**src/rtl/uart_tx_gen2_pkg.sv**
```systemverilog
// Shared types and constants for the second-generation UART transmitter.
//   tx_state_e : transmitter FSM state encoding
//   MIN_DATA_W / MAX_DATA_W : legal range of data bits per frame
//   parity_bit() : parity of a data word, even (odd=0) or odd (odd=1)
package uart_tx_pkg;

    typedef enum logic [2:0] {
        IDLE,
        START,
        DATA,
        PARITY,
        STOP
    } tx_state_e;

    localparam int unsigned MIN_DATA_W = 5;
    localparam int unsigned MAX_DATA_W = 9;

    // Callers zero-extend narrower words; zero padding does not change the XOR.
    function automatic logic parity_bit(input logic [MAX_DATA_W-1:0] data,
                                        input logic                  odd);
        return (^data) ^ odd;
    endfunction

endpackage

```
**src/rtl/uart_tx_gen2_if.sv**
```systemverilog
// Host-side write handshake of the UART transmitter.
//   P_DATA     : parallel word to transmit (host -> TX)
//   DATA_VALID : P_DATA valid (host -> TX)
//   DATA_READY : input FIFO not full (TX -> host)
// A word is written on a clock edge where DATA_VALID & DATA_READY.
interface uart_tx_gen2_if #(
    parameter int unsigned DATA_W = 8
);

    logic [DATA_W-1:0] P_DATA;
    logic              DATA_VALID;
    logic              DATA_READY;

    modport master (
        output P_DATA,
        output DATA_VALID,
        input  DATA_READY
    );

    modport slave (
        input  P_DATA,
        input  DATA_VALID,
        output DATA_READY
    );

endinterface

```
**src/rtl/uart_tx_gen2_fifo.sv**
```systemverilog
// Synchronous FIFO buffering host words ahead of the serialiser.
//   clk, reset : clock and asynchronous active-low reset (flushes the FIFO)
//   push, wdata: write request and data; ignored while full
//   pop, rdata : read request; rdata shows the head word (valid when !empty)
//   full, empty, level : occupancy, all derived from registered state only
module uart_tx_fifo #(
    parameter int unsigned WIDTH = 8,
    parameter int unsigned DEPTH = 4
) (
    input  logic                     clk,
    input  logic                     reset,
    input  logic                     push,
    input  logic                     pop,
    input  logic [WIDTH-1:0]         wdata,
    output logic [WIDTH-1:0]         rdata,
    output logic                     full,
    output logic                     empty,
    output logic [$clog2(DEPTH):0]   level
);

    localparam int unsigned AW = $clog2(DEPTH);
    localparam int unsigned LW = AW + 1;

    logic [WIDTH-1:0] mem_q [DEPTH];
    logic [AW-1:0]    wr_ptr_q, wr_ptr_d;
    logic [AW-1:0]    rd_ptr_q, rd_ptr_d;
    logic [LW-1:0]    level_q,  level_d;
    logic             do_push;
    logic             do_pop;

    assign full    = (level_q == LW'(DEPTH));
    assign empty   = (level_q == '0);
    assign level   = level_q;
    assign rdata   = mem_q[rd_ptr_q];
    assign do_push = push && !full;
    assign do_pop  = pop && !empty;

    always_comb begin
        wr_ptr_d = wr_ptr_q;
        rd_ptr_d = rd_ptr_q;
        level_d  = level_q;
        if (do_push) begin
            wr_ptr_d = wr_ptr_q + AW'(1);
        end
        if (do_pop) begin
            rd_ptr_d = rd_ptr_q + AW'(1);
        end
        case ({do_push, do_pop})
            2'b10:   level_d = level_q + LW'(1);
            2'b01:   level_d = level_q - LW'(1);
            default: level_d = level_q;
        endcase
    end

    // Storage is not reset: pointer/level reset is what flushes the FIFO.
    always_ff @(posedge clk) begin
        if (do_push) begin
            mem_q[wr_ptr_q] <= wdata;
        end
    end

    always_ff @(posedge clk or negedge reset) begin
        if (!reset) begin
            wr_ptr_q <= '0;
            rd_ptr_q <= '0;
            level_q  <= '0;
        end else begin
            wr_ptr_q <= wr_ptr_d;
            rd_ptr_q <= rd_ptr_d;
            level_q  <= level_d;
        end
    end

endmodule

```
**src/rtl/uart_tx_gen2.sv**
```systemverilog
// Second-generation UART transmitter: start bit, LSB-first data, optional
// parity, one or two stop bits, with a FIFO input buffer and back-to-back
// frames (no idle bit when another word is queued).
//   clk, reset : clock and asynchronous active-low reset
//   host       : P_DATA / DATA_VALID / DATA_READY write handshake
//   PAR_EN     : insert parity bit;  PAR_TYP : 0 even, 1 odd
//   STOP2      : two stop bits when set
//   PRESCALE   : clocks per bit minus one
//   TX_OUT     : registered serial line, idles high
//   Busy       : FSM not idle
//   FIFO_LEVEL : words currently buffered
// Frame settings are captured when a word is popped, so mid-frame changes
// only affect later frames.
module uart_tx_gen2
    import uart_tx_pkg::*;
#(
    parameter int unsigned DATA_W     = 8,
    parameter int unsigned FIFO_DEPTH = 4,
    parameter int unsigned PRESCALE_W = 16
) (
    input  logic                          clk,
    input  logic                          reset,
    uart_tx_gen2_if.slave                 host,
    input  logic                          PAR_EN,
    input  logic                          PAR_TYP,
    input  logic                          STOP2,
    input  logic [PRESCALE_W-1:0]         PRESCALE,
    output logic                          TX_OUT,
    output logic                          Busy,
    output logic [$clog2(FIFO_DEPTH):0]   FIFO_LEVEL
);

    localparam int unsigned CNT_W = (DATA_W > 1) ? $clog2(DATA_W) : 1;
    localparam logic [CNT_W-1:0] LAST_BIT = CNT_W'(DATA_W - 1);

    tx_state_e             state_q, state_d;
    logic [PRESCALE_W-1:0] baud_q,  baud_d;
    logic [CNT_W-1:0]      bit_q,   bit_d;
    logic                  stop_q,  stop_d;
    logic [DATA_W-1:0]     data_q,  data_d;
    logic                  par_q,   par_d;
    logic                  par_en_q, par_en_d;
    logic                  stop2_q,  stop2_d;
    logic [PRESCALE_W-1:0] presc_q,  presc_d;
    logic                  tx_q,     tx_d;

    logic                  load;
    logic                  pop;
    logic                  bit_end;
    logic                  fifo_full;
    logic                  fifo_empty;
    logic [DATA_W-1:0]     fifo_rdata;

    uart_tx_fifo #(
        .WIDTH (DATA_W),
        .DEPTH (FIFO_DEPTH)
    ) u_fifo (
        .clk   (clk),
        .reset (reset),
        .push  (host.DATA_VALID),
        .pop   (pop),
        .wdata (host.P_DATA),
        .rdata (fifo_rdata),
        .full  (fifo_full),
        .empty (fifo_empty),
        .level (FIFO_LEVEL)
    );

    assign host.DATA_READY = !fifo_full;
    assign bit_end         = (baud_q == presc_q);

    // State register
    always_ff @(posedge clk or negedge reset) begin
        if (!reset) begin
            state_q  <= IDLE;
            baud_q   <= '0;
            bit_q    <= '0;
            stop_q   <= 1'b0;
            data_q   <= '0;
            par_q    <= 1'b0;
            par_en_q <= 1'b0;
            stop2_q  <= 1'b0;
            presc_q  <= '0;
            tx_q     <= 1'b1;
        end else begin
            state_q  <= state_d;
            baud_q   <= baud_d;
            bit_q    <= bit_d;
            stop_q   <= stop_d;
            data_q   <= data_d;
            par_q    <= par_d;
            par_en_q <= par_en_d;
            stop2_q  <= stop2_d;
            presc_q  <= presc_d;
            tx_q     <= tx_d;
        end
    end

    // Next-state logic
    always_comb begin
        state_d  = state_q;
        baud_d   = baud_q;
        bit_d    = bit_q;
        stop_d   = stop_q;
        data_d   = data_q;
        par_d    = par_q;
        par_en_d = par_en_q;
        stop2_d  = stop2_q;
        presc_d  = presc_q;
        load     = 1'b0;

        if (state_q != IDLE) begin
            baud_d = bit_end ? '0 : baud_q + PRESCALE_W'(1);
        end

        case (state_q)
            IDLE: begin
                load = !fifo_empty;
            end
            START: begin
                if (bit_end) begin
                    state_d = DATA;
                    bit_d   = '0;
                end
            end
            DATA: begin
                if (bit_end) begin
                    if (bit_q == LAST_BIT) begin
                        state_d = par_en_q ? PARITY : STOP;
                        stop_d  = 1'b0;
                    end else begin
                        bit_d = bit_q + CNT_W'(1);
                    end
                end
            end
            PARITY: begin
                if (bit_end) begin
                    state_d = STOP;
                    stop_d  = 1'b0;
                end
            end
            STOP: begin
                if (bit_end) begin
                    if (stop2_q && !stop_q) begin
                        stop_d = 1'b1;
                    end else if (!fifo_empty) begin
                        load = 1'b1;
                    end else begin
                        state_d = IDLE;
                    end
                end
            end
            default: begin
                state_d = IDLE;
            end
        endcase

        // Frame start, from IDLE or straight out of the last stop bit.
        if (load) begin
            state_d  = START;
            baud_d   = '0;
            data_d   = fifo_rdata;
            par_d    = parity_bit(MAX_DATA_W'(fifo_rdata), PAR_TYP);
            par_en_d = PAR_EN;
            stop2_d  = STOP2;
            presc_d  = PRESCALE;
        end
    end

    // Outputs: line level is computed from the next state so TX_OUT stays a
    // flop yet changes on the same edge as the state.
    always_comb begin
        pop  = load;
        Busy = (state_q != IDLE);
        case (state_d)
            IDLE:    tx_d = 1'b1;
            START:   tx_d = 1'b0;
            DATA:    tx_d = data_d[bit_d];
            PARITY:  tx_d = par_d;
            STOP:    tx_d = 1'b1;
            default: tx_d = 1'b1;
        endcase
    end

    assign TX_OUT = tx_q;

endmodule

```
**src/flat_wrapper.sv**
```systemverilog
// flat-port wrapper written by rule: the top's interface ports become plain ports
module uart_tx_gen2_flat import uart_tx_pkg::*;
#(
    parameter int unsigned DATA_W     = 8,
    parameter int unsigned FIFO_DEPTH = 4,
    parameter int unsigned PRESCALE_W = 16
)
  (clk, reset, PAR_EN, PAR_TYP, STOP2, PRESCALE, TX_OUT, Busy, FIFO_LEVEL, host_P_DATA, host_DATA_VALID, host_DATA_READY);
  uart_tx_gen2_if #(.DATA_W(DATA_W)) host_i ();
  input  logic clk;
  input  logic reset;
  input  logic PAR_EN;
  input  logic PAR_TYP;
  input  logic STOP2;
  input  logic [PRESCALE_W-1:0] PRESCALE;
  output logic TX_OUT;
  output logic Busy;
  output logic [$clog2(FIFO_DEPTH):0] FIFO_LEVEL;
  input wire logic [$bits(host_i.P_DATA)-1:0] host_P_DATA;
  input wire logic [$bits(host_i.DATA_VALID)-1:0] host_DATA_VALID;
  output wire logic [$bits(host_i.DATA_READY)-1:0] host_DATA_READY;
  assign host_i.P_DATA = host_P_DATA;
  assign host_i.DATA_VALID = host_DATA_VALID;
  assign host_DATA_READY = host_i.DATA_READY;
  uart_tx_gen2 #(.DATA_W(DATA_W), .FIFO_DEPTH(FIFO_DEPTH), .PRESCALE_W(PRESCALE_W)) u_core (.clk(clk), .reset(reset), .host(host_i), .PAR_EN(PAR_EN), .PAR_TYP(PAR_TYP), .STOP2(STOP2), .PRESCALE(PRESCALE), .TX_OUT(TX_OUT), .Busy(Busy), .FIFO_LEVEL(FIFO_LEVEL));
endmodule
```
**config.mk**
```make
export PLATFORM = sky130hd
export DESIGN_NAME = uart_tx_gen2_flat
export DESIGN_NICKNAME = d
export VERILOG_FILES = /design/src/rtl/uart_tx_gen2_pkg.sv /design/src/rtl/uart_tx_gen2_if.sv /design/src/rtl/uart_tx_gen2_fifo.sv /design/src/rtl/uart_tx_gen2.sv /design/src/flat_wrapper.sv
export SDC_FILE = /design/constraint.sdc
export NUM_CORES = 1
export LEC_CHECK = 0
export CORE_ASPECT_RATIO = 1.2
export CORE_MARGIN = 2
export CORE_UTILIZATION = 49
export CTS_CLUSTER_SIZE = 10
export DETAILED_ROUTE_END_ITERATION = 12
export GPL_TIMING_DRIVEN = 1
export MAX_ROUTING_LAYER = met4
export PLACE_DENSITY_LB_ADDON = 0.2
export SYNTH_ARGS = -nofsm -noshare
export SYNTH_HDL_FRONTEND = slang
export SYNTH_SLANG_ARGS = --single-unit
```
**constraint.sdc**
```tcl
create_clock -name clk -period 9 [get_ports clk]
set_input_delay 1.35 -clock clk [delete_from_list [all_inputs] [get_ports clk]]
set_output_delay 1.35 -clock clk [all_outputs]
set_load 0.02 [all_outputs]
```
Yosys cells after proc, flatten, opt, wreduce, memory -nomap -nowiden
Memory sizes are Yosys's and may differ from the RTL's.
Index checks and enable logic that the tools add are counted.
{ "op_classes": {"add_sub_neg": 6, "n_mul": 0, "div_mod_pow": 0, "magnitude_cmp": 1, "n_eq_ne": 17, "shift": 0, "muxes": 35, "n_bitwise": 1, "reduce_logical": 14} }
{ "ops": {"columns": ["cell", "count"], "rows": [
  ["16-bit 2-to-1 mux", 3],
  ["3-bit 2-to-1 mux", 12],
  ["16-bit by 1-bit adder with 16-bit output, second input constant", 1],
  ["16-bit equality test", 1],
  ["3-bit one-hot mux with 5 select lines", 1],
  ["3-bit by 2-bit equality test with 1-bit output, second input constant", 4],
  ["1-bit 2-to-1 mux", 12],
  ["3-bit one-hot mux with 2 select lines", 2],
  ["2-bit by 1-bit != test with 1-bit output, second input constant", 5],
  ["3-bit equality test, second input constant", 3],
  ["9-bit XOR reduction", 1],
  ["8-bit 2-to-1 mux", 1],
  ["3-bit by 1-bit adder with 3-bit output, second input constant", 2],
  ["3-bit by 1-bit equality test with 1-bit output, second input constant", 2],
  ["3-bit logical NOT", 2],
  ["1-bit one-hot mux with 3 select lines", 2],
  ["6-bit AND reduction", 1],
  ["3-bit nonzero test", 2],
  ["2-bit by 1-bit adder with 2-bit output, second input constant", 2],
  ["3-bit by 4-bit < comparator with 1-bit output, second input constant", 1],
  ["2-bit nonzero test", 2],
  ["1-bit binary-select mux with 3-bit select", 1],
  ["1-bit logical AND", 3],
  ["1-bit logical NOT", 3],
  ["other kinds (5)", 5]
]} }
{ "totals": {"register_bits": 58, "latch_bits": 0, "ramBits": 32, "romBits": 0, "n_memories": 1} }
{ "memory_table": {"columns": ["memory", "words", "width", "read_ports", "rd_clocked_by_memory_dff", "wr", "line", "text"], "rows": [
  ["u_core.u_fifo.mem_q", 4, 8, 1, 0, 1, "uart_tx_gen2_fifo.sv:24", "logic [WIDTH-1:0] mem_q [DEPTH];"]
]} }

Depth between registers and ports, before layout
{ "depth": {"depth_word": 9, "depth_mapped": 15, "ltp_nobuf": 12} }

Cells and area by module
A second synthesis with hierarchy kept.
{ "unflattened": {"cells_unflattened": 362, "hier_area_um2": 4421.7} }
{ "modules_own_cells": {"columns": ["module", "n_inst", "cells_each", "area_per_inst_um2", "seq_area_each_um2"], "rows": [
  ["uart_tx_gen2", 1, 282, 2837.7, 1277.5],
  ["uart_tx_fifo", 1, 80, 1584.0, 1136.1]
]} }

Worst setup path before layout
No wires, ideal clock.
{ "synth_timing": {"path_type": "register -> register", "startpoint": "reg u_core.baud_q[6]", "endpoint": "reg u_core.u_fifo.level_q[2], in the netlist u_core.u_fifo.level[2]", "setup_ns": 0.080, "arrival_ns": 3.023, "required_time_ns": 8.920, "slack_ns": 5.897, "stages_incl_launch_ff": 16, "path_buffers": 3, "synth_period_minus_slack_ns": 3.103, "cell_sequence": "dfrtp_1 buf_6 xor2_2 nor4_2 nand4_2 or2_1 a21o_1 clkbuf_1 inv_2 clkbuf_1 ha_1 inv_1 fa_1 xor2_1 nor2_1 xor2_1"} }
{ "synth_via": {"elab_chain_cells": 6, "elab_cells_between_ends": 8, "cone_classes": "eq/ne (3); mux (3); reduce/logical (2)"} }
{ "synth_lines": {"columns": ["item", "line", "text"], "rows": [
  ["start, declared", "uart_tx_gen2.sv:37", "logic [PRESCALE_W-1:0] baud_q, baud_d;"],
  ["start signal, assigned", "uart_tx_gen2.sv:87", "baud_q <= baud_d;"],
  ["16-bit equality test *", "uart_tx_gen2.sv:70", "assign bit_end = (baud_q == presc_q);"],
  ["1-bit 2-to-1 mux *", "uart_tx_gen2.sv:143", "if (bit_end) begin"],
  ["1-bit one-hot mux with 2 select lines *", "uart_tx_gen2.sv:116", "case (state_q)"],
  ["1-bit logical AND *", "uart_tx_gen2_fifo.sv:36", "assign do_pop = pop && !empty;"],
  ["via u_core.u_fifo.do_pop", "uart_tx_gen2_fifo.sv:29", "logic do_pop;"],
  ["2-bit by 1-bit equality test with 1-bit output or 2-bit equality test (tied branches)", "uart_tx_gen2_fifo.sv:48", "case ({do_push, do_pop})"],
  ["3-bit one-hot mux with 2 select lines or 2-bit nonzero test (tied branches)", null, null],
  ["end signal, assigned", "uart_tx_gen2_fifo.sv:70", "level_q <= level_d;"],
  ["end, declared", "uart_tx_gen2_fifo.sv:27", "logic [LW-1:0] level_q, level_d;"]
]} }
Mark *: on every way through the listed nets, which the timed path passes. The rest lies on a longest branch.
A chain may end at the register's enable or synchronous reset.

Final worst setup path
{ "layout_timing": {"startpoint": "reg u_core.baud_q[13]", "endpoint": "reg u_core.u_fifo.level_q[2], in the netlist u_core.u_fifo.level[2]"} }
{ "layout_via": {"elab_chain_cells": 6, "elab_cells_between_ends": 8, "cone_classes": "eq/ne (3); mux (3); reduce/logical (2)"} }
{ "layout_lines": {"columns": ["item", "line"], "rows": [
  ["16-bit equality test *", "uart_tx_gen2.sv:70"],
  ["1-bit 2-to-1 mux *", "uart_tx_gen2.sv:143"],
  ["1-bit one-hot mux with 2 select lines *", "uart_tx_gen2.sv:116"],
  ["1-bit logical AND *", "uart_tx_gen2_fifo.sv:36"],
  ["2-bit by 1-bit equality test with 1-bit output or 2-bit equality test (tied branches)", "uart_tx_gen2_fifo.sv:48"],
  ["3-bit one-hot mux with 2 select lines or 2-bit nonzero test (tied branches)", null]
]} }
Mark *: on every way between the ends. The rest lies on a longest branch, timed or not.

==> summary.md <==
| Metric | Value |
|---|---|
| Die height | approximately 110 µm |
| Setup Buffers After CTS | 0 |
| Final Slew Violations | 0 |
| Status | complete, no violations |
| GRT overflow | 0 |
| Root Buffer | clkbuf_8 |
| Number of synthesized flops with an enable pin | 32 |
| Routability cong. | around 0.83 |
| Number of global-route vias before repair | 3004 |
| Ys async rst share | 0.6444 |
| Pwr Density | just over 200 nW/µm² |
| Peak VDD IR | between 0.1 and 0.15 mV |
| Met1 usage | 0.2300 |
| Share of cells above drive strength 1 | 0.08545 |
| Vias | between 3000 and 4000 |
| Clk slew on worst S/H paths | around 0.090 ns |
| Max-cap violations | 0 |
| Initial antenna violation count | 0 |
| Slowest cell on the critical path | nand4_2 |
| Final instance area | between 4000 and 5000 µm² |
| Setup-failing EPs final | 0 |
| Largest delay share family, worst path | simple AND/OR/NAND/NOR gates |
| WL/cell | approximately 16 µm |
| Crit path launch | u_core.baud_q[13]$_DFFE_PN0P_ |
| Worst-margin pin slew | about 0.89 ns |
| Resized Gates After CTS | 0 |
| FF-to-FF path depth | 12 |
| Post-synthesis sequential area ratio | 0.5505 |
| Final Cycle Share | 0.4834 |
| Ranking of synthesized cells by area | dfrtp_1 (33%), edfxtp_1 (22%), nand2_1 (7.4%), xor2_1 (4.6%), mux4_2 (4.1%) |
| Fin crit period | approximately 4.4 ns |
| Port Buffers | 35 |
| H-tree Lvls | 3 |
| Die area | a little under 10000 µm² |
| Final worst slack | between 4 and 5 ns |
| Post-Syn Area | about 4400 µm² |
| CTS tree | built |
| GRT Util Overall | 0.1935 |
| Synthesized instance count | 401 |
| Initial core utilization | 0.5064 |
| Critical path depth | 12 |
| Met3 Usage GRT | 0.03291 |
| Ys flop type | dfrtp_1 |
| CP Launch Type | flop |
| Critical path class | flop to flop |
| Top cell by count, worst path | xor2_1 |
| Post-synth cell types | 48 |
| Worst min path class | flop to flop |
| Clock Tree Buf Depth | 2 |
| Unrepaired setup endpoints after global routing | false |
| Synthesized Nets | 439 |
| Die width | ~90 µm |
| Grt peak-use layer | met2 |
| Worst reg2reg path startpoint | u_core.baud_q[13]$_DFFE_PN0P_ |
| Syn_area_per_cell | 10.93 µm² |
| Initial DRC Count | 170 |
| Crit-path cells | xor2_1 > nor4_1 > nand4_2 > or2_1 > a21o_1 > inv_2 > ha_1 > inv_1 > fa_1 > xor2_1 > nor2_1 > xor2_1 |
| First-pass GRT wire length | 14390 µm |
| Leak | 2.109 nW |
| Largest net degree at the start of global routing | 59 |
| GR Layer Usage met2 | 0.3238 |
| CP max FO | 34 |
| Yosys warnings | 0 |
| DR pass1 iterations | 4 |
| CTS Buf Count | 9 |
| CP required | approximately 9.3 ns |
| Row Count | 37 |
| Pre-CTS setup slack | 4.666 ns |
| Hold_buf cts | 0 |
| Yosys reg bits | 90 |
| Setup Total Neg Slack | 0 ns |
| WL final | between 8000 and 9000 µm |
| Post-detailed-route count of antenna-violating nets | 0 |
| CP endpoint kind | flop |
| ANT cells | 0 |
| Vias/cell | 5.518 |
| Buf/Inv on CP | 2 |
| Core Footprint | a little under 9000 µm² |
| Detailed Place HPWL | just over 6000 µm |
| CTS sink count | 90 |
| Area growth syn-to-layout | 13.98% |
| WP data arrival | between 4 and 5 ns |
| Rel. slew slack | 0.4067 |
| Top-count cell post-synth | nand2_1 |
| Share of the synthesized area in the top cell type | 0.3253 |
| Hold Path Origin | u_core.presc_q[0]$_DFFE_PN0N_ |
| Worst-skew pair later-pin latency | about 0.36 ns |
| Hold Fails Final Rpt | 0 |
| Layout net count | ~470 |
| Area leader, netlist | dfrtp_1 |
| FMAX | between 200 and 250 MHz |
| Clock Skew | 0.01922 ns |
| Post-DP Area | 4788 µm² |
| IO Count | 36 |
| Max incr delay on CP | roughly 0.72 ns |
| Post-synth top cells | nand2_1 (86), dfrtp_1 (57), edfxtp_1 (32) |
| Worst hold path depth | 2 |
| # DRC | 0 |
==> registers in the layout (all words and copies together) (netlist names) <==
| name | count |
|---|---|
| u_core.presc_q | 16 |
| u_core.data_q | 8 |
| u_core.bit_q | 3 |
| u_core.stop2_q | 1 |
| u_core.state_q | 3 |
| u_core.stop_q | 1 |
| u_core.u_fifo.level | 3 |
| u_core.par_en_q | 1 |
| u_core.par_q | 1 |
| u_core.baud_q | 16 |
| u_core.u_fifo.wr_ptr_q | 2 |
| u_core.u_fifo.mem_q | 32 |
| u_core.TX_OUT | 1 |
| u_core.u_fifo.rd_ptr_q | 2 |
==> stage by stage <==
stage	total power, mW	hold slack, ns	utilization	cells
2_1_floorplan	0.6663	0.4495	-	401
3_3_place_gp	0.7323	0.4813	0.5531	534
3_5_place_dp	0.7400	0.4851	0.5531	534
4_1_cts	1.030	0.5073	0.5773	550
5_1_grt	1.071	0.5317	0.5773	550
6_report	1.021	0.5067	0.5773	550
==> final timing paths <==
check | slack (ns) | endpoint
min in group asynchronous | 1.13 | u_core.stop_q$_DFFE_PN0P_
max in group asynchronous | 7.37 | u_core.data_q[6]$_DFF_PN0_
max | 4.65 | u_core.u_fifo.level[2]$_DFFE_PN0P_
min reg2reg | 0.51 | u_core.presc_q[0]$_DFFE_PN0N_
min | 0.51 | u_core.presc_q[0]$_DFFE_PN0N_
max reg2reg | 4.65 | u_core.u_fifo.level[2]$_DFFE_PN0P_
==> cell families after synthesis <==
| family | share of synthesized area |
|---|---|
| flip-flops | 0.5505 |
| AO/OA/AOI/OAI | 0.07078 |
| buffers and inverters | 0.03025 |
| AND/OR/NAND/NOR | 0.1844 |
| multiplexers | 0.05993 |
| adder cells (fa/ha/maj) | 0.02454 |
| XOR/XNOR | 0.07962 |
==> layout make-up <==
class	instances	area (µm²)
clock buffer	10	137.6
clock inverter	6	71.32
fill	748	3660
inverter	10	37.54
multi-input combinational	281	1838
sequential	90	2414
tap	117	146.4
timing repair buffer	36	352.8
==> report_power, final <==
part	switching [mW]	internal (mW)
clock network	0.154	0.139
registers	0.0449	0.487
logic	0.103	0.0938
==> cells in the final DEF (no fill, tap or decap), drive strengths merged, types with 3 or more instances in the layout <==
cell | netlist | routed
nand2 | 86 | 86
dfrtp | 57 | 57
clkdlybuf4s50 | 0 | 34
edfxtp | 32 | 32
xor2 | 24 | 24
nor2 | 23 | 23
o21ai | 19 | 19
nand3 | 18 | 18
and3 | 15 | 15
xnor2 | 15 | 15
inv | 10 | 13
clkbuf | 15 | 10
mux4 | 8 | 8
a221oi | 8 | 8
o211ai | 8 | 8
ha | 7 | 7
nand4 | 7 | 7
mux2i | 6 | 6
a21oi | 5 | 5
or3 | 4 | 4
nor4 | 4 | 4
nor3 | 3 | 3
nand2b | 3 | 3
==> worst register-to-register path, stage by stage (launching register included) <==
cell and delay, ns:
dfrtp_1 0.44, xor2_1 0.16, nor4_1 0.41, nand4_2 0.72
or2_1 0.50, a21o_1 0.50, inv_2 0.44, ha_1 0.26
inv_1 0.06, fa_1 0.37, xor2_1 0.15, nor2_1 0.12
xor2_1 0.14
==> layer usage <==
layer,up-vias,share of wire
met5,-,0
met4,0,0.027
met3,19,0.031
met2,74,0.51
met1,1475,0.43
li1,1467,-
(Power assumes the default switching activity.)
==> variant 1: new RTL, config.mk and constraints unchanged <==
Put a register stage on the output `FIFO_LEVEL`, with the module's reset. The value now appears one clock later. The other outputs are not delayed to match.
--- a/src/rtl/uart_tx_gen2.sv
+++ b/src/rtl/uart_tx_gen2.sv
@@ -33,6 +33,8 @@
     localparam int unsigned CNT_W = (DATA_W > 1) ? $clog2(DATA_W) : 1;
     localparam logic [CNT_W-1:0] LAST_BIT = CNT_W'(DATA_W - 1);
 
+    logic [$clog2(FIFO_DEPTH):0] FIFO_LEVEL_d;
+
     tx_state_e             state_q, state_d;
     logic [PRESCALE_W-1:0] baud_q,  baud_d;
     logic [CNT_W-1:0]      bit_q,   bit_d;
@@ -63,7 +65,7 @@
         .rdata (fifo_rdata),
         .full  (fifo_full),
         .empty (fifo_empty),
-        .level (FIFO_LEVEL)
+        .level (FIFO_LEVEL_d)
     );
 
     assign host.DATA_READY = !fifo_full;
@@ -184,5 +186,13 @@
 
     assign TX_OUT = tx_q;
 
+    always_ff @(posedge clk or negedge reset) begin
+        if (!reset) begin
+            FIFO_LEVEL <= '0;
+        end else begin
+            FIFO_LEVEL <= FIFO_LEVEL_d;
+        end
+    end
+
 endmodule
 
Function: changed (Yosys sat finds a counterexample within 4 cycles, from zero or initial values and one cycle with reset low).
==> variant 1 against the original RTL <==
Setup slack gained 0.29 ns; wire length decreased by 8.2%; utilization decreased by 0.26 points; critical endpoint unchanged; synthesized area about the same; critical path type unchanged; clock skew down 0.012 ns; final area down 0.98%; sequential cell count is 3 higher; largest cell class unchanged.
Power is not compared: it rests on default switching activity, and its combinational part moved more than twofold at a synthesized area within 25%.
==> variant 1: results (changes against the original RTL) <==
\begin{tabular}{lr}
\hline
Metric & Value \\
\hline
\multicolumn{2}{l}{\textbf{Placed design}} \\
Post-place setup slack & 4.91 ns (+0.242 ns) \\
Placement Cell Area & 4770 um2 (-0.29\%) \\
GP Congestion & 0.770 (-7.2\%) \\
IO Port Bufs & 35 (unchanged) \\
Placed Instances & 519 (-2.8\%) \\
Total half-perimeter wirelength after legalization and detailed placement & 5.66 mm (-7.5\%) \\
\multicolumn{2}{l}{\textbf{Global route}} \\
Largest net degree at the start of global routing & 62 (+5.1\%) \\
Number of global-route vias before repair & 2,751 (-8.4\%) \\
Wire length of the first global-routing pass & 13.6 mm (-5.5\%) \\
Global routing usage summed across all routing layers & 18.4\% (-0.94 points) \\
\multicolumn{2}{l}{\textbf{Worst setup path}} \\
Worst R2R Path Depth & 11 (-1) \\
Startpoint of the worst register-to-register path & u\_core.baud\_q[2] \\
Crit path DAT & 4.35 ns (-0.29 ns) \\
Worst path max stage delay & 0.86 ns (+0.14 ns) \\
Critical path launch point & u\_core.baud\_q[2] \\
Sort of element at the end of the critical path & flop \\
Cell type of the slowest stage on the worst timing path & sky130\_fd\_sc\_hd\_\_nor4\_4 \\
\multicolumn{2}{l}{\textbf{Synth}} \\
Most common library cells after synthesis & sky130\_fd\_sc\_hd\_\_nand2\_1, sky130\_fd\_sc\_hd\_\_dfrtp\_1, sky130\_fd\_sc\_hd\_\_edfxtp\_1 \\
Syn nets & 420 (-4.3\%) \\
Share of flip-flops with an asynchronous set or reset & 65.6\% (+1.1 points) \\
Sequential cell area fraction in the yosys report & 56.8\% (+1.8 points) \\
Post-synthesis instance total & 382 (-4.7\%) \\
Cell types with the largest area share after synthesis & sky130\_fd\_sc\_hd\_\_dfrtp\_1, sky130\_fd\_sc\_hd\_\_edfxtp\_1, sky130\_fd\_sc\_hd\_\_nand2\_1, sky130\_fd\_sc\_hd\_\_xnor2\_1, sky130\_fd\_sc\_hd\_\_mux4\_2 \\
Number of distinct library cells after synthesis & 50 (+4.2\%) \\
\multicolumn{2}{l}{\textbf{Cells and area}} \\
Post-layout net count & 451 (-3.2\%) \\
Ratio of cells with drive above 1 in the final layout & 10.5\% (+2.0 points) \\
\multicolumn{2}{l}{\textbf{Pwr}} \\
Switching part of the total & between 30\% and 40\% \\
Power, Total & about 0.0013 W \\
\multicolumn{2}{l}{\textbf{Outcome}} \\
Run status & complete, no violations \\
\multicolumn{2}{l}{\textbf{STA}} \\
Clk\_skew & 0.00694 ns (-0.0123 ns) \\
Transition time of the tightest slew-check pin & 0.924 ns (+0.0338 ns) \\
Maximum achievable frequency & 246 MHz (+7.1\%) \\
\multicolumn{2}{l}{\textbf{Route}} \\
Drt initial violations & 149 (-12\%) \\
Final routed wirelength across all metal layers & 8.04 mm (-8.2\%) \\
Routed wire length per instance & 15.0 um (-5.6\%) \\
\multicolumn{2}{l}{\textbf{Min path}} \\
Worst min-delay path startpoint & u\_core.u\_fifo.level[1] \\
\hline
\end{tabular}
[variant 1: cell types whose count changed in the layout (fill, tap and decap cells not counted), moves of 8 or more]
| cell | before | now |
|---|---|---|
| sky130_fd_sc_hd__xor2_1 | 23 | 9 |
| sky130_fd_sc_hd__a221oi_1 | 8 | 0 |
| sky130_fd_sc_hd__xnor2_1 | 15 | 27 |
| sky130_fd_sc_hd__o211ai_1 | 8 | 0 |
| sky130_fd_sc_hd__nand3_1 | 17 | 9 |
| sky130_fd_sc_hd__and3_1 | 15 | 7 |
[variant 1: logic make-up (layout without fill, tap and decap cells)]
group	count (synthesis)	after routing	synth area share, %
XOR/XNOR	36	36	7.20
AO/OA/AOI/OAI	47	47	7.74
multiplexers	14	14	5.63
flip-flops	93	93	56.8
buffers and inverters	29	65	3.51
AND/OR/NAND/NOR	155	155	16.7
adder cells (fa/ha/maj)	8	8	2.46
[variant 1: how the worst min path moves through the flow]
stage                           endpoint  slack [ns]  cells after the start
finish              u_core.FIFO_LEVEL[1]        0.46                      0
global route        u_core.FIFO_LEVEL[1]        0.47                      0
CTS                 u_core.FIFO_LEVEL[1]        0.46                      0
detailed placement  u_core.FIFO_LEVEL[1]        0.44                      0
global placement    u_core.FIFO_LEVEL[1]        0.41                      0
floorplan           u_core.FIFO_LEVEL[1]        0.39                      0
[variant 1: layer usage]
layer | vias up | track usage (%) | share of wire [%]
met4 | 0 | 5.93 | 1.7
met5 | - | - | 0
met2 | 57 | 29.9 | 49
met3 | 12 | 4.20 | 3.7
li1 | 1368 | - | -
met1 | 1383 | 23.3 | 45
[variant 1: final cells by class]
cell class	count	area [um2]
clock buffer	9	124
sequential	93	2490
clock inverter	7	50.0
fill	755	3660
timing repair buffer	36	353
multi-input combinational	260	1740
inverter	13	48.8
tap	117	146
==> variant 2: new RTL, same settings <==
Without the edit above. `FIFO_DEPTH` is set to 4 in 2 places; all go to 8.
--- a/src/rtl/uart_tx_gen2.sv
+++ b/src/rtl/uart_tx_gen2.sv
@@ -15,7 +15,7 @@
     import uart_tx_pkg::*;
 #(
     parameter int unsigned DATA_W     = 8,
-    parameter int unsigned FIFO_DEPTH = 4,
+    parameter int unsigned FIFO_DEPTH = 8,
     parameter int unsigned PRESCALE_W = 16
 ) (
     input  logic                          clk,
--- a/src/flat_wrapper.sv
+++ b/src/flat_wrapper.sv
@@ -2,7 +2,7 @@
 module uart_tx_gen2_flat import uart_tx_pkg::*;
 #(
     parameter int unsigned DATA_W     = 8,
-    parameter int unsigned FIFO_DEPTH = 4,
+    parameter int unsigned FIFO_DEPTH = 8,
     parameter int unsigned PRESCALE_W = 16
 )
   (clk, reset, PAR_EN, PAR_TYP, STOP2, PRESCALE, TX_OUT, Busy, FIFO_LEVEL, host_P_DATA, host_DATA_VALID, host_DATA_READY);
Ports: changed (resized FIFO_LEVEL); port bits go from 36 to 37. The function was not compared with the original's and may differ.
==> variant 2 against the original RTL <==
Fmax increased by 20%; critical path depth unchanged; setup slack improved by 0.74 ns; largest cell class unchanged; highest routed layer unchanged; critical path type unchanged; count of clock-buffer cells in the layout increased by 8; wire length increased by 17%; power increased by 120%; critical endpoint unchanged; synthesized cell count increased by 6.5%; synthesized area increased by 28%; utilization increased by 3.1 points; final area increased by 35%; sequential cell count increased by 35.
==> variant 2: results (changes against the original RTL) <==
\begin{tabular}{lr}
\hline
Metric & Value \\
\hline
\multicolumn{2}{l}{\textbf{Outcome}} \\
Run status & complete, no violations \\
\multicolumn{2}{l}{\textbf{STA}} \\
Transition time of the tightest slew-check pin & 0.968 ns (+0.0782 ns) \\
\multicolumn{2}{l}{\textbf{Cells and area}} \\
Ratio of cells with drive above 1 in the final layout & 15.3\% (+6.8 points) \\
Non-Clock Buffer Count & 40 (+11\%) \\
Number of inserted filler cells in the final layout & 857 (+15\%) \\
Non-clock inverter instance count of the final layout & 12 (+2) \\
Clk tree area frac & 9.24\% (+5.1 points) \\
Utilization of the core after routing & 60.8\% (+3.1 points) \\
\multicolumn{2}{l}{\textbf{Min path}} \\
Min-Delay Endpoint & u\_core.data\_q[7] \\
Worst min-delay path startpoint & u\_core.data\_q[7] \\
\multicolumn{2}{l}{\textbf{Synth}} \\
Post-synth EDFFs & 64 (+100\%) \\
Most common library cells after synthesis & sky130\_fd\_sc\_hd\_\_nand2\_1, sky130\_fd\_sc\_hd\_\_edfxtp\_1, sky130\_fd\_sc\_hd\_\_dfrtp\_1 \\
\multicolumn{2}{l}{\textbf{Pwr}} \\
Power per cell area & 337 nW/um2 (+65\%) \\
Leak & 2.67 nW (+27\%) \\
Switching Power & 0.000710 W (+140\%) \\
\multicolumn{2}{l}{\textbf{Global route}} \\
Number of global-route vias before repair & 3,412 (+14\%) \\
Largest net degree at the start of global routing & 62 (+5.1\%) \\
Wire length of the first global-routing pass & 17.2 mm (+20\%) \\
\multicolumn{2}{l}{\textbf{Worst setup path}} \\
Crit path DAT & 3.91 ns (-0.73 ns) \\
Cell type of the slowest stage on the worst timing path & sky130\_fd\_sc\_hd\_\_nor4\_4 \\
\multicolumn{2}{l}{\textbf{Placed design}} \\
IO Port Bufs & 36 (+2.9\%) \\
Placement Cell Area & 6120 um2 (+28\%) \\
GP Congestion & 0.862 (+3.9\%) \\
\multicolumn{2}{l}{\textbf{Route}} \\
Ratio of routed vias to standard cells & 5.27 (-4.6\%) \\
DRT Pass-1 Iters & 5 (+1) \\
\multicolumn{2}{l}{\textbf{CTS}} \\
Root buffer cell & sky130\_fd\_sc\_hd\_\_clkbuf\_16 \\
\hline
\end{tabular}
-- variant 2: cell count changes in the layout (fill, tap and decap cells not counted), moves of 7 or more --
cell,before,now
sky130_fd_sc_hd__edfxtp_1,32,64
sky130_fd_sc_hd__clkbuf_16,0,17
sky130_fd_sc_hd__xnor2_1,15,31
sky130_fd_sc_hd__and3_1,15,2
sky130_fd_sc_hd__nand2_1,86,74
sky130_fd_sc_hd__clkbuf_8,10,0
sky130_fd_sc_hd__mux2_2,2,12
sky130_fd_sc_hd__a221oi_1,8,0
sky130_fd_sc_hd__mux4_2,8,16
sky130_fd_sc_hd__o211ai_1,8,0
sky130_fd_sc_hd__o21ai_0,14,6
sky130_fd_sc_hd__xor2_1,23,15
sky130_fd_sc_hd__nor2_1,23,30
-- variant 2: layer usage --
layer,vias to the layer above,track usage [%],wire length [um]
met4,0,6.84,157
met2,71,30.8,5250
met5,-,-,0
met3,13,6.97,387
li1,1611,-,-
met1,1660,23.5,4470
